### src/rtl/menu_pkg.sv
// Shared menu definitions: selection width, item count and item encodings.
// Used by the button front end and menu-selection register.
package menu_pkg;

    localparam int SEL_W   = 2;
    localparam int N_ITEMS = 4;

    typedef enum logic [SEL_W-1:0] {
        ITEM_BALANCE  = 2'd0,
        ITEM_WITHDRAW = 2'd1,
        ITEM_CURRENCY = 2'd2,
        ITEM_TRANSFER = 2'd3
    } menu_item_t;

    // One-hot decode of an item index; bit i set for item i.
    function automatic logic [N_ITEMS-1:0] item_onehot(input logic [SEL_W-1:0] item);
        item_onehot = {{(N_ITEMS-1){1'b0}}, 1'b1} << item;
    endfunction

endpackage

### src/rtl/btn_conditioner.sv
// Push-button conditioner: 2-FF synchroniser, debounce, registered press pulse.
// Optional auto-repeat while held is enabled by defining MENU_BTN_REPEAT_EN.
module btn_conditioner #(
    parameter int DB_CYCLES     = 1_000_000,
    parameter int REPEAT_DELAY  = 50_000_000,
    parameter int REPEAT_PERIOD = 20_000_000
) (
    input  logic clk,
    input  logic rst_n,
    input  logic btn,
    output logic press
);

    localparam int CNT_W = $clog2(DB_CYCLES);
    localparam logic [CNT_W-1:0] DB_MAX = CNT_W'(DB_CYCLES - 1);

    // Reject nonsensical configurations at elaboration time.
    if (DB_CYCLES < 2 || REPEAT_DELAY < 1 || REPEAT_PERIOD < 1) begin : g_bad_param
        $error("btn_conditioner: DB_CYCLES must be >= 2 and repeat timings >= 1");
    end

    logic             sync1_r;
    logic             sync_r;
    logic [CNT_W-1:0] db_cnt_r;
    logic             level_r;
    logic             level_d_r;
    logic             press_r;
    logic             rep_fire_s;

    // Two-stage synchroniser for the asynchronous button input.
    always_ff @(posedge clk or negedge rst_n) begin
        if (!rst_n) begin
            sync1_r <= 1'b0;
            sync_r  <= 1'b0;
        end else begin
            sync1_r <= btn;
            sync_r  <= sync1_r;
        end
    end

    // Debounce: accept a new level only after DB_CYCLES consecutive disagreeing samples.
    always_ff @(posedge clk or negedge rst_n) begin
        if (!rst_n) begin
            db_cnt_r <= {CNT_W{1'b0}};
            level_r  <= 1'b0;
        end else if (sync_r == level_r) begin
            db_cnt_r <= {CNT_W{1'b0}};
            level_r  <= level_r;
        end else if (db_cnt_r == DB_MAX) begin
            db_cnt_r <= {CNT_W{1'b0}};
            level_r  <= sync_r;
        end else begin
            db_cnt_r <= db_cnt_r + {{(CNT_W-1){1'b0}}, 1'b1};
            level_r  <= level_r;
        end
    end

`ifdef MENU_BTN_REPEAT_EN
    localparam int HOLD_MAX = (REPEAT_DELAY > REPEAT_PERIOD) ? REPEAT_DELAY : REPEAT_PERIOD;
    localparam int HOLD_W   = $clog2(HOLD_MAX + 1);
    localparam logic [HOLD_W-1:0] DELAY_V  = HOLD_W'(REPEAT_DELAY);
    localparam logic [HOLD_W-1:0] PERIOD_V = HOLD_W'(REPEAT_PERIOD);

    logic [HOLD_W-1:0] hold_cnt_r;
    logic              rep_phase_r;

    // Hold count equals cycles since acceptance; it restarts at 1 after each repeat.
    always_comb begin
        rep_fire_s = 1'b0;
        if (level_r) begin
            if (rep_phase_r) begin
                rep_fire_s = (hold_cnt_r == PERIOD_V);
            end else begin
                rep_fire_s = (hold_cnt_r == DELAY_V);
            end
        end else begin
            rep_fire_s = 1'b0;
        end
    end

    // Hold counter runs while the accepted level is high, clears on release.
    always_ff @(posedge clk or negedge rst_n) begin
        if (!rst_n) begin
            hold_cnt_r  <= {HOLD_W{1'b0}};
            rep_phase_r <= 1'b0;
        end else if (!level_r) begin
            hold_cnt_r  <= {HOLD_W{1'b0}};
            rep_phase_r <= 1'b0;
        end else if (rep_fire_s) begin
            hold_cnt_r  <= {{(HOLD_W-1){1'b0}}, 1'b1};
            rep_phase_r <= 1'b1;
        end else begin
            hold_cnt_r  <= hold_cnt_r + {{(HOLD_W-1){1'b0}}, 1'b1};
            rep_phase_r <= rep_phase_r;
        end
    end
`else
    assign rep_fire_s = 1'b0;
`endif

    // Registered press pulse on each accepted rising level (plus any repeat).
    always_ff @(posedge clk or negedge rst_n) begin
        if (!rst_n) begin
            level_d_r <= 1'b0;
            press_r   <= 1'b0;
        end else begin
            level_d_r <= level_r;
            press_r   <= (level_r & ~level_d_r) | rep_fire_s;
        end
    end

    assign press = press_r;

endmodule

### src/rtl/menu_btn_ctrl.sv
// ATM menu button front end: two conditioned buttons step the menu selection.
// Auto-repeat on hold is built in when MENU_BTN_REPEAT_EN is defined.
module menu_btn_ctrl
    import menu_pkg::*;
#(
    parameter int DB_CYCLES     = 1_000_000,
    parameter int REPEAT_DELAY  = 50_000_000,
    parameter int REPEAT_PERIOD = 20_000_000
) (
    input  logic       clk,
    input  logic       rst_n,
    input  logic       btn_up,
    input  logic       btn_down,
    output logic [1:0] sel,
    output logic [3:0] inst_rst,
    output logic       sel_strobe
);

    logic               up_pulse_s;
    logic               down_pulse_s;
    menu_item_t         sel_r;
    menu_item_t         sel_next_s;
    logic               change_s;
    logic               sel_strobe_r;
    logic [N_ITEMS-1:0] inst_rst_r;

    btn_conditioner #(
        .DB_CYCLES    (DB_CYCLES),
        .REPEAT_DELAY (REPEAT_DELAY),
        .REPEAT_PERIOD(REPEAT_PERIOD)
    ) u_up (
        .clk  (clk),
        .rst_n(rst_n),
        .btn  (btn_up),
        .press(up_pulse_s)
    );

    btn_conditioner #(
        .DB_CYCLES    (DB_CYCLES),
        .REPEAT_DELAY (REPEAT_DELAY),
        .REPEAT_PERIOD(REPEAT_PERIOD)
    ) u_down (
        .clk  (clk),
        .rst_n(rst_n),
        .btn  (btn_down),
        .press(down_pulse_s)
    );

    // Next selection: up steps back, down steps forward, simultaneous presses cancel.
    always_comb begin
        sel_next_s = sel_r;
        change_s   = 1'b0;
        case ({up_pulse_s, down_pulse_s})
            2'b10: begin
                sel_next_s = menu_item_t'(sel_r - 2'd1);
                change_s   = 1'b1;
            end
            2'b01: begin
                sel_next_s = menu_item_t'(sel_r + 2'd1);
                change_s   = 1'b1;
            end
            default: begin
                sel_next_s = sel_r;
                change_s   = 1'b0;
            end
        endcase
    end

    // Selection register; all generators reset for the strobe cycle so the new item restarts.
    always_ff @(posedge clk or negedge rst_n) begin
        if (!rst_n) begin
            sel_r        <= ITEM_BALANCE;
            sel_strobe_r <= 1'b0;
            inst_rst_r   <= ~item_onehot(ITEM_BALANCE);
        end else begin
            sel_r        <= sel_next_s;
            sel_strobe_r <= change_s;
            inst_rst_r   <= change_s ? {N_ITEMS{1'b1}} : ~item_onehot(sel_next_s);
        end
    end

    assign sel        = sel_r;
    assign sel_strobe = sel_strobe_r;
    assign inst_rst   = inst_rst_r;

endmodule

### config.mk
export PLATFORM = sky130hd
export DESIGN_NAME = menu_btn_ctrl
export DESIGN_NICKNAME = d
export VERILOG_FILES = /design/src/rtl/menu_pkg.sv /design/src/rtl/btn_conditioner.sv /design/src/rtl/menu_btn_ctrl.sv
export SDC_FILE = /design/constraint.sdc
export NUM_CORES = 1
export LEC_CHECK = 0
export BUFFER_PORTS_ARGS = -buffer_cell sky130_fd_sc_hd__buf_2
export CORE_MARGIN = 4
export CORE_UTILIZATION = 40
export CTS_CLUSTER_DIAMETER = 150
export CTS_CLUSTER_SIZE = 28
export DETAILED_ROUTE_END_ITERATION = 8
export PLACE_DENSITY_LB_ADDON = 0.15
export SETUP_SLACK_MARGIN = 0.3
export SLEW_MARGIN = 20
export SYNTH_ARGS = -nofsm -noshare
export SYNTH_HDL_FRONTEND = slang
export SYNTH_SLANG_ARGS = --single-unit
export TNS_END_PERCENT = 10
### constraint.sdc
create_clock -name clk -period 3.5 [get_ports clk]
set_clock_uncertainty 0.2 [all_clocks]
set_input_delay 0 -clock clk [delete_from_list [all_inputs] [get_ports clk]]
set_output_delay 0 -clock clk [all_outputs]
set_load 0.05 [all_outputs]
After elaboration in Yosys (flattened, before gate mapping)
Cells that the tools add are included.
Word-level totals
  bits in registers: 57
  input port bits: 4
  word-level logic and storage cells: 43
Operators by class
  $add $sub $neg: 4
  equal/unequal tests: 6
  shifts and indexed selects: 1
  muxes and demuxes: 7
  bitwise gates (word level): 7
  reduce and logical (&&, ||, !) cells: 3
Operators by type and width (number)
  20-bit 2-to-1 mux: 4
  20-bit by 1-bit adder with 20-bit output (second input constant): 2
  20-bit equality test (second input constant): 2
  4-bit 2-to-1 mux: 1
  1-bit NOT: 4
  4-bit NOT: 1
  2-bit case mux with 2 select lines: 1
  2-bit AND reduction: 2
  1-bit by 2-bit << shifter with 4-bit output (first input constant): 1
  2-bit by 1-bit adder with 2-bit output (second input constant): 1
  1-bit AND: 2
  1-bit equality test: 2
  2-bit by 1-bit equality test with 1-bit output (second input constant): 1
  2-bit equality test (second input constant): 1
  2-bit OR reduction: 1
  2-bit by 1-bit subtractor with 2-bit output (second input constant): 1
  1-bit 2-to-1 mux: 1

Logic depth before layout (Yosys ltp)
Gate-level depths: netlist of the first run.
  word-level depth: 5
  depth in mapped cells: 6

Cells and area by module
From an unflattened synthesis of the first run, not the netlist that was laid out.
Unflattened totals
  cells, all modules: 240
  area total of the unflattened synthesis: 2597.5 µm²
By module, submodules not included
  btn_conditioner: instances 2, cells each 111, area an instance 1171.1 µm², sequential area each 625.6 µm²
  menu_btn_ctrl: instances 1, cells each 18, area an instance 255.2 µm², sequential area each 178.9 µm²

Worst setup path before layout of the first run
OpenSTA, ideal clock, no wires.
  path type: register -> register
  start: register u_down.db_cnt_r[12]
  end: register u_down.db_cnt_r[10]
  setup time: 0.119 ns
  data arrival time: 1.875 ns
  data required time: 3.181 ns
  setup slack: 1.307 ns
  cell stages (with the launch flop): 6
  clock period less this slack: 2.193 ns
  cells stage by stage: dfrtp_1 -> or4_1 -> or4_4 -> o21ai_4 -> buf_6 -> nor2_1
Between the ends
  cells in the longest elaborated chain, start to end: 3
RTL lines
  from (decl): RTL line btn_conditioner.sv:24  | logic [CNT_W-1:0] db_cnt_r;
  from (signal assigned): RTL line btn_conditioner.sv:44  | db_cnt_r <= {CNT_W{1'b0}};
  from (signal assigned): RTL line btn_conditioner.sv:47  | db_cnt_r <= {CNT_W{1'b0}};
  from (signal assigned): RTL line btn_conditioner.sv:50  | db_cnt_r <= {CNT_W{1'b0}};
  20-bit equality test: RTL line btn_conditioner.sv:49  | end else if (db_cnt_r == DB_MAX) begin
  20-bit 2-to-1 mux: RTL line btn_conditioner.sv:49
  20-bit 2-to-1 mux: RTL line btn_conditioner.sv:46  | end else if (sync_r == level_r) begin
No other way between the ends.
A chain may end at the register's enable or synchronous reset.

Worst setup path after layout of the first run
  start: register u_down.db_cnt_r[12]
  end: register u_down.db_cnt_r[6]
The elaborated chain is that of the path after synthesis.

==> flow_summary_export.csv, run 1 <==
group,metric,value,unit
cts,ctsHoldBuffers,3,
cts,cts_made_buffers,9,
pwr,seq_power_share,0.540,
global_routing,grt_pass1_vias,1728,
pwr,p_leak,0.00121,uW
setup_path,worstPathArrival,2.38,ns
sta,min_period_over_period,0.682,
detailed_routing,drtPass1Iterations,4,
synthesis,synth.area.top_cells,"dfrtp_1 (52%), xnor2_1 (4.4%), or4_1 (4.1%), xor2_1 (3.7%), nand3_1 (3.7%)",
sta,relSlewSlack,0.420,
setup_path,critPathCaptureType,"flop",
detailed_routing,ant_nets,0,
setup_path,critical_path_class,"reg -> reg",
detailed_routing,drtIter0Drc,96,
placed_design,gp_congestion,0.774,
detailed_routing,avgViaCountPerCell,5.26,
finish,drive_above_1_share,0.133,
die,fp.dieW,88.3,um
sta,fmax,419,MHz
die,die_h,88.3,um
run,drv_cap,0,
cts,cts_sinks,57,
cts,clock_latency,0.33,ns
global_routing,grt_max_degree,40,
detailed_routing,route.detailed.drc,0,
synthesis,synth_edf_count,0,
pwr,switchingPower,279,uW
cts,cts-root-buf,"clkbuf_8",
sta,post-route-min-period,2.39,ns
die,pin_count,11,
pwr,pwr_density_cell,432,mW/mm^2
worst_hold_path,min_path_type,"in -> async",
die,dieArea,0.00779,sq mm
setup_path,cp.required,3.49,ns
sta,rsz0062_at_grt,"no",
detailed_routing,num_vias,1820,
synthesis,synth_seq_cells,57,
synthesis,yosys_most_used_dff,"dfrtp_1",
pwr,total_power,1250,uW
synthesis,syn_area,0.00258,sq mm
placed_design,port_buffers,10,
finish,antenna_cells,0,
synthesis,ys_top_cells_by_count,"dfrtp_1 (54), nor2_1 (25), nand3_1 (19), a21oi_1 (17), or4_1 (14)",
sta,finalSetupTns,0,ns
synthesis,synthMostInstantiatedCell,"dfrtp_1",
detailed_routing,wl,4480,um
pwr,peakVddDrop,228,uV
synthesis,yosysWarnings,0,
cts,path_clk_slew,0.06,ns
global_routing,grt_first_pass_wirelength,8000,um
sta,setup_violations,0,
setup_path,critPathMaxFanout,19,
outcome,status,"complete, no violations",
synthesis,synthArstFlopShare,1.00,
finish,area_delta_synth_final,12.4,%
setup_path,critPathLaunchType,"flop",
cts,post-cts-setup-buffers,0,
sta,tightest_slew,0.870,ns
finish,fin_area,0.00290,sq mm
synthesis,ys_types,32,
synthesis,avgSynthCellArea,10.4,sq um
pwr,p_comb_frac,0.030,
cts,cts_max_level,3,
die,start_util,0.423,
global_routing,grt_usage,0.134,
cts,ctsResizeCount,0,
pwr,p_sw_frac,0.223,
global_routing,grt_antenna_before_repair,0,
pwr,power_frac_clock,0.430,
cts,cts_tree,"done",
synthesis,synthCells,248,
synthesis,synth_fp_nets,255,
die,num_rows,28,
placed_design,hpwl,2980,um
finish,final_nets,273,
sta,hold_viol_final,0,
cts,clockBufferDepth,2,
synthesis,yosys.area.top_type_share,0.525,
die,core-area,0.00610,sq mm
pwr,p_int,971,uW
synthesis,yosys.area.top_type,"dfrtp_1",
detailed_routing,wl_per_cell,13.0,um
global_routing,overflow,0,
placed_design,placed_cell_area,0.00269,sq mm
sta,drv_slew,0,
synthesis,yosysSeqAreaShare,0.555,
[cells by family after synthesis]
| group | after synthesis | synth area share |
|---|---|---|
| AOI/OAI and AO/OA | 36 | 0.0801 |
| xor gates and xnor gates | 24 | 0.0816 |
| adders and majority gates | 3 | 0.0146 |
| buffers and inverters | 20 | 0.0345 |
| DFF | 57 | 0.555 |
| muxes | 2 | 0.00874 |
| and+or+nand+nor | 106 | 0.225 |
[flip-flops by register name, indices dropped and copies added (netlist names), 2 cells and up]
register,flops
u_down.db_cnt_r,20
inst_rst,4
sel,2
u_up.db_cnt_r,20
[per-stage QoR]
stage | std cells | hold slack, ns | worst slack (ns) | utilization
2_1_floorplan | 248 | -0.496 | 1.31 | -
3_3_place_gp | 327 | -0.0916 | 1.15 | 0.442
3_5_place_dp | 327 | -0.0886 | 1.13 | 0.442
4_1_cts | 346 | 0.0938 | 1.11 | 0.475
5_1_grt | 346 | 0.114 | 1.02 | 0.475
6_report | 346 | 0.112 | 1.11 | 0.475
[worst max-delay path, cell delays in order, from the launching register on]
cell and delay, ns:
dfrtp_1 0.42, or4_1 0.54, or4_4 0.55, o21ai_4 0.44, nor2_1 0.11
[metal layers]
layer,share of wire,vias to the layer above,track usage
met1,0.52,873,0.190
li1,-,910,-
met4,0.019,0,0.0783
met2,0.42,29,0.186
met5,0,-,0
met3,0.042,8,0.0335
[area by class of cell]
type / instances / area (sq um)
clock inverter: 3 / 15.0
fill: 593 / 3200
tap: 75 / 93.8
sequential: 57 / 1430
timing repair buffer: 15 / 95.1
clock buffer: 13 / 159
multi-input combinational: 171 / 1060
inverter: 12 / 45.0
[worst paths after layout]
check,slack [ns],endpoint,depth (start not counted),startpoint
max,1.11,u_down.db_cnt_r[6],4,u_down.db_cnt_r[12]
min,0.11,u_down.db_cnt_r[10],2,rst_n
max reg2reg,1.11,u_down.db_cnt_r[6],4,u_down.db_cnt_r[12]
min reg2reg,0.15,u_up.sync_r,0,u_up.sync1_r
max in group asynchronous,2.18,u_down.level_r,3,rst_n
min in group clk,0.11,u_down.sync1_r,2,btn_down
[placed cells by master (no fill, tap or decap)]
master         instances
nand4_1                4
inv_1                 12
buf_4                  2
clkinv_2               3
o21ai_0               11
and3_1                 3
ha_1                   3
buf_2                 10
nor4_1                 2
nor2_1                25
clkbuf_8              11
dfrtp_1               54
nand3_1               19
o31ai_1                6
and2_1                 3
xnor2_1               13
nand3_2                2
dfstp_2                3
o21ai_1                1
nor3_1                 4
or2_2                  1
nor2b_1                2
or3_1                 11
xor2_1                11
o21ai_4                1
or4_1                 14
or4b_1                 1
dlygate4sd3_1          3
nand3b_1               2
a21oi_1               17
nand2_1               11
clkbuf_1               2
nand2b_1               1
or4_4                  1
mux2_2                 2
[power groups by stage]
stage               Combinational [uW]  Clock [uW]  Sequential (uW)
finish                            37.4         537              675
global route                      44.5         596              675
CTS                               39.2         557              675
detailed placement                36.7           0              687
global placement                  36.7           0              686
floorplan                         17.5           0              685
Power figures use the tool's default switching activity.
==> run 2: changes to the inputs <==
ABC_AREA = 1   (was default)
clock period = 2.5 ns   (was 3.5 ns; I/O delays follow)
==> run 2 against run 1 <==
Against the previous run: wire length grew 25%; non-clock buffer count shrank 1; die area grew 12%; highest routed layer unchanged; critical path depth grew 2; area after synthesis grew 14%; critical endpoint is now u_up.db_cnt_r[5]; combinational power grew 51%; core utilization grew 0.47 points; hold slack is essentially flat; sequential power grew 40%; first-iteration DRC count shrank 6.3%.
==> flow_summary_export.csv, run 2 <==
group,metric,value,unit
sta,drv_slew,0,
synthesis,yosys_most_used_dff,"dfrtp_1",
setup_path,critPathMaxFanout,7,
cts,ctsResizeCount,0,
sta,hold_viol_final,0,
finish,area_delta_synth_final,13.9,%
synthesis,yosysSeqAreaShare,0.489,
cts,clockBufferDepth,2,
pwr,total_power,1860,uW
die,dieArea,0.00874,sq mm
cts,path_clk_slew,0.08,ns
placed_design,hpwl,4110,um
synthesis,synth_fp_nets,352,
cts,cts_sinks,57,
synthesis,ys_types,25,
run,drv_cap,0,
synthesis,synth_seq_cells,57,
synthesis,yosysWarnings,0,
setup_path,critPathCaptureType,"flop",
placed_design,gp_congestion,0.889,
die,start_util,0.421,
cts,cts-root-buf,"clkbuf_8",
detailed_routing,wl_per_cell,11.9,um
detailed_routing,drtPass1Iterations,4,
setup_path,crit_buf_inv,0,
finish,final_util,0.480,
synthesis,syn_area,0.00292,sq mm
global_routing,grt_first_pass_wirelength,9840,um
global_routing,grt_max_degree,58,
finish,drive_above_1_share,0.179,
sta,min_period_over_period,0.657,
cts,cts_tree,"done",
synthesis,yosys.area.top_type,"dfrtp_1",
setup_path,r2r_cells,6,
setup_path,cpLargestDelayFamily,"simple AND/OR/NAND/NOR gates",
global_routing,grt_usage,0.147,
synthesis,yosys.area.top_type_share,0.462,
sta,relSlewSlack,0.526,
synthesis,synthMostInstantiatedCell,"nor2_1",
detailed_routing,ant_nets,0,
finish,antenna_cells,0,
die,pin_count,11,
synthesis,ys_top_cells_by_count,"nor2_1 (76), dfrtp_1 (54), nand2_1 (50), inv_1 (35), nand3_1 (32)",
detailed_routing,drtIter0Drc,90,
global_routing,grt_antenna_before_repair,0,
placed_design,port_buffers,10,
setup_path,cp.depth,6,
die,core-area,0.00694,sq mm
outcome,status,"complete, no violations",
cts,cts_max_level,3,
finish,final_cell_mix,"nor2_1 (76), dfrtp_1 (54), nand2_1 (50)",
sta,fmax,609,MHz
synthesis,synthCells,345,
synthesis,synthArstFlopShare,1.00,
setup_path,path_cells,"ha_1 -> nand3_2 -> nor2_2 -> nand3_2 -> nand2_2 -> nor2_1",
sta,tightest_slew,0.711,ns
sta,rsz0062_at_grt,"no",
global_routing,overflow,0,
synthesis,avgSynthCellArea,8.48,sq um
die,die_h,93.5,um
pwr,pwr_density_cell,560,mW/mm^2
die,num_rows,30,
setup_path,crit_top_cell,"nand3_2",
setup_path,critical_path_class,"reg -> reg",
sta,fin_hold_ws,0.112,ns
setup_path,critPathMaxStageDelay,0.38,ns
setup_path,worstPathArrival,1.66,ns
finish,fillCellCount,680,
detailed_routing,wl,5580,um
die,fp.dieW,93.5,um
cts,cts_made_buffers,9,
worst_hold_path,min_path_type,"in -> async",
synthesis,synth.area.top_cells,"dfrtp_1 (46%), nor2_1 (9.8%), nand2_1 (6.4%), nand3_1 (5.5%), inv_1 (4.5%)",
finish,final_nets,376,
cts,clock_latency,0.33,ns
sta,post-route-min-period,1.64,ns
setup_path,cp.required,2.52,ns
pwr,p_leak,0.00147,uW
detailed_routing,avgViaCountPerCell,4.65,
global_routing,grt_pass1_vias,2131,
setup_path,crit_slowest_cell,"dfrtp_1",
setup_path,critPathLaunchType,"flop",
pwr,peakVddDrop,289,uV
sta,finalSetupTns,0,ns
detailed_routing,route.detailed.drc,0,
detailed_routing,num_vias,2186,
finish,mostFrequentLayoutCell,"nor2_1",
synthesis,synth_edf_count,0,
sta,setup_violations,0,
==> run 2: area by class of cell <==
class | count | area [sq um] | share of cell area
multi-input cells | 248 | 1340 | 0.403
inverters | 39 | 146 | 0.0440
repair buffers | 14 | 87.6 | 0.0263
clock inverters | 7 | 78.8 | 0.0237
flip-flops and latches | 57 | 1430 | 0.429
clock buffers | 9 | 124 | 0.0372
well taps | 96 | 120 | 0.0361
==> run 2: timing repair <==
action	CTS	global route
hold buffers	3	0
buffers inserted	0	0
endpoints found under the hold margin	58	0
==> run 2: where the power goes <==
| part | internal (uW) | total [uW] | switching (uW) | leakage, uW |
|---|---|---|---|---|
| Clock | 466 | 866 | 400 | 0.0000921 |
| Combinational | 17.2 | 56.6 | 39.4 | 0.000604 |
| Sequential | 933 | 942 | 8.67 | 0.000772 |
==> run 2: final timing paths <==
path | start | end | slack, ns
max | u_up.db_cnt_r[0] | u_up.db_cnt_r[5] | 0.86
min | rst_n | sel[0] | 0.11
max reg2reg | u_up.db_cnt_r[0] | u_up.db_cnt_r[5] | 0.86
min reg2reg | u_up.sync1_r | u_up.sync_r | 0.15
max in group asynchronous | rst_n | u_up.sync1_r | 1.49
min in group clk | btn_down | u_down.sync1_r | 0.11
==> run 2: kinds of logic after synthesis <==
kind of cell | synth area share
compound gates | 0.0317
fa+ha+maj | 0.0128
xor+xnor | 0.0740
flops | 0.489
buf+inv | 0.0513
simple gates | 0.341
==> run 2: layer usage <==
layer | routed length (um) | track usage | part of all wire
met4 | 75 | 0.0513 | 0.013
met2 | 2550 | 0.226 | 0.46
met5 | 0 | 0 | 0
met1 | 2720 | 0.191 | 0.49
met3 | 229 | 0.0531 | 0.041
==> run 2: metrics by stage <==
step	instance area, sq um	setup slack (ns)	instances
finish	3330	0.859	470
global route	3330	0.715	470
CTS	3330	0.852	470
detailed placement	3100	0.868	451
global placement	3100	0.908	451
floorplan	2920	0.986	345
==> run 2: tightest hold or removal path: cells and delay by family <==
| family | cells | cell delay [ns] |
|---|---|---|
| buffers and inverters | 3 | 1.14 |
==> run 3: changes to the inputs <==
clock period = 1.6 ns   (was 2.5 ns; I/O delays follow)
==> run 3 against run 2 <==
Against the previous run: cell area is 16% higher; total power grew 75%; worst setup slack worse by 0.84 ns; non-clock buffer count increased by 27; via count is 7.9% higher; cell count grew 5.7%; first-iteration DRC count rose by 23%; global-route usage grew 1.1 points; clock power up 92%; largest cell class is now multi-input combinational cells; largest power group is now clock.
==> flow_summary_export.csv, run 3 (synthesized netlist as in run 2, its figures left out) <==
group,metric,value,unit
outcome,status,"complete, no violations",
setup_path,critPathLaunchType,"flop",
cts,clockBufferDepth,2,
die,core-area,0.00694,sq mm
sta,rsz0062_at_grt,"yes",
worst_hold_path,min_path_type,"in -> reg",
placed_design,dp_cells,457,
cts,cts_sinks,57,
sta,tightest_slew,0.286,ns
detailed_routing,drtIter0Drc,111,
finish,fillCellCount,617,
pwr,power_frac_clock,0.507,
sta,setup_violations,0,
sta,post-route-min-period,1.58,ns
global_routing,grt_max_degree,58,
cts,cts-root-buf,"clkbuf_8",
placed_design,port_buffers,10,
global_routing,overflow,0,
finish,antenna_cells,0,
setup_path,worstPathArrival,1.59,ns
pwr,p_sw_frac,0.207,
cts,clock_latency,0.34,ns
finish,fin_area,0.00385,sq mm
global_routing,grt_antenna_before_repair,0,
pwr,switchingPower,676,uW
sta,relSlewSlack,0.809,
finish,mostFrequentLayoutCell,"nor2_1",
finish,area_delta_synth_final,31.7,%
sta,finalSetupTns,0,ns
detailed_routing,ant_nets,0,
die,start_util,0.421,
die,fp.dieW,93.5,um
pwr,p_int,2590,uW
detailed_routing,drtPass1Iterations,4,
global_routing,grt_pass1_vias,2341,
finish,stdcell_count,497,
detailed_routing,route.detailed.drc,0,
placed_design,gp_congestion,0.864,
die,num_rows,30,
sta,hold_viol_final,0,
sta,fin_hold_ws,0.123,ns
cts,cts_tree,"done",
finish,regArea,0.00144,sq mm
setup_path,critPathMaxFanout,8,
finish,multi_input_area,0.00157,sq mm
detailed_routing,num_vias,2359,
finish,final_cell_mix,"nor2_1 (71), dfrtp_1 (46), nand2_1 (44)",
setup_path,cp.required,1.61,ns
cts,cts_made_buffers,9,
placed_design,placed_cell_area,0.00322,sq mm
cts,cts_max_level,3,
sta,fmax,633,MHz
finish,drive_above_1_share,0.314,
pwr,pwr_density_cell,848,mW/mm^2
setup_path,crit_slowest_cell,"dfrtp_1",
die,pin_count,11,
setup_path,path_cells,"ha_4 -> nand3_4 -> buf_4 -> nor2_4 -> nand3_2 -> nand2_4 -> a21oi_1",
sta,drv_slew,0,
pwr,seq_power_share,0.453,
setup_path,critical_path_class,"reg -> reg",
detailed_routing,wl_per_cell,12.5,um
setup_path,critPathMaxStageDelay,0.40,ns
detailed_routing,wl,6210,um
run,drv_cap,0,
pwr,p_comb_frac,0.041,
placed_design,hpwl,4110,um
detailed_routing,avgViaCountPerCell,4.75,
global_routing,grt_usage,0.158,
pwr,p_leak,0.00173,uW
cts,path_clk_slew,0.06,ns
sta,min_period_over_period,0.987,
finish,final_nets,403,
die,dieArea,0.00874,sq mm
die,die_h,93.5,um
setup_path,critPathCaptureType,"flop",
pwr,peakVddDrop,611,uV
global_routing,grt_first_pass_wirelength,10800,um
run 3: changes by cell type in the layout (fill, tap and decap cells not counted), moves of 5 or more:
cell	delta
buf_4	+26
dfrtp_1	-8
nand2_4	+6
dfrtp_2	+8
nor2_4	+5
nand3_4	+5
nor2_1	-5
nand2_1	-6
run 3: worst paths after layout:
path	from	endpoint	slack [ns]	depth (start not counted)
setup / recovery	u_down.db_cnt_r[0]	u_down.db_cnt_r[15]	0.02	7
hold / removal	btn_down	u_down.sync1_r	0.12	2
setup reg to reg	u_down.db_cnt_r[0]	u_down.db_cnt_r[15]	0.02	7
hold reg to reg	u_up.sync1_r	u_up.sync_r	0.15	0
max in group asynchronous	rst_n	inst_rst[3]	0.73	4
min in group asynchronous	rst_n	u_up.db_cnt_r[10]	0.17	4
run 3: final cells by class:
class	count	area share
Tap cell	96	0.0312
Multi-Input combinational cell	248	0.407
Timing Repair Buffer	41	0.0864
Inverter	39	0.0380
Clock buffer	11	0.0367
Clock inverter	5	0.0266
Sequential cell	57	0.374
run 3: metal layers:
layer  routed length [um]  up-vias  track usage
met5                    0        -            0
met4                   82        0       0.0562
li1                     -     1191            -
met1                 2820     1125        0.197
met3                  199        8       0.0434
met2                 3110       35        0.260
run 3: power groups by stage:
stage / Sequential [uW] / Clock [uW] / Combinational (uW)
2_1_floorplan: 1500 / 0 / 49.5
3_5_place_dp: 1500 / 0 / 105
4_1_cts: 1480 / 1710 / 128
6_report: 1480 / 1660 / 132
5_1_grt: 1480 / 1750 / 152
3_3_place_gp: 1500 / 0 / 104
run 3: through the flow:
step | power, uW | worst slack (ns) | utilization
6_report | 3270 | 0.0210 | 0.554
5_1_grt | 3380 | -0.0520 | 0.554
4_1_cts | 3310 | 0.101 | 0.521
3_5_place_dp | 1610 | 0.0540 | 0.464
3_3_place_gp | 1610 | 0.0454 | 0.464
2_1_floorplan | 1550 | 0.219 | -
run 3: what timing repair did:
| action | in CTS | in global routing |
|---|---|---|
| pin swaps | 4 | 26 |
| setup buffers | 9 | 11 |
| gates resized for setup | 10 | 42 |
| endpoints found under the setup margin | 46 | 57 |
| hold buffers | 4 | 0 |
| endpoints found under the hold margin | 59 | 0 |
run 3: worst max-delay path: cells and delay by family, from the launching register on:
family | cells | cell delay (ns)
buf+inv | 1 | 0.15
fa+ha+maj | 1 | 0.17
compound gates | 1 | 0.06
flops | 1 | 0.40
simple gates | 4 | 0.48
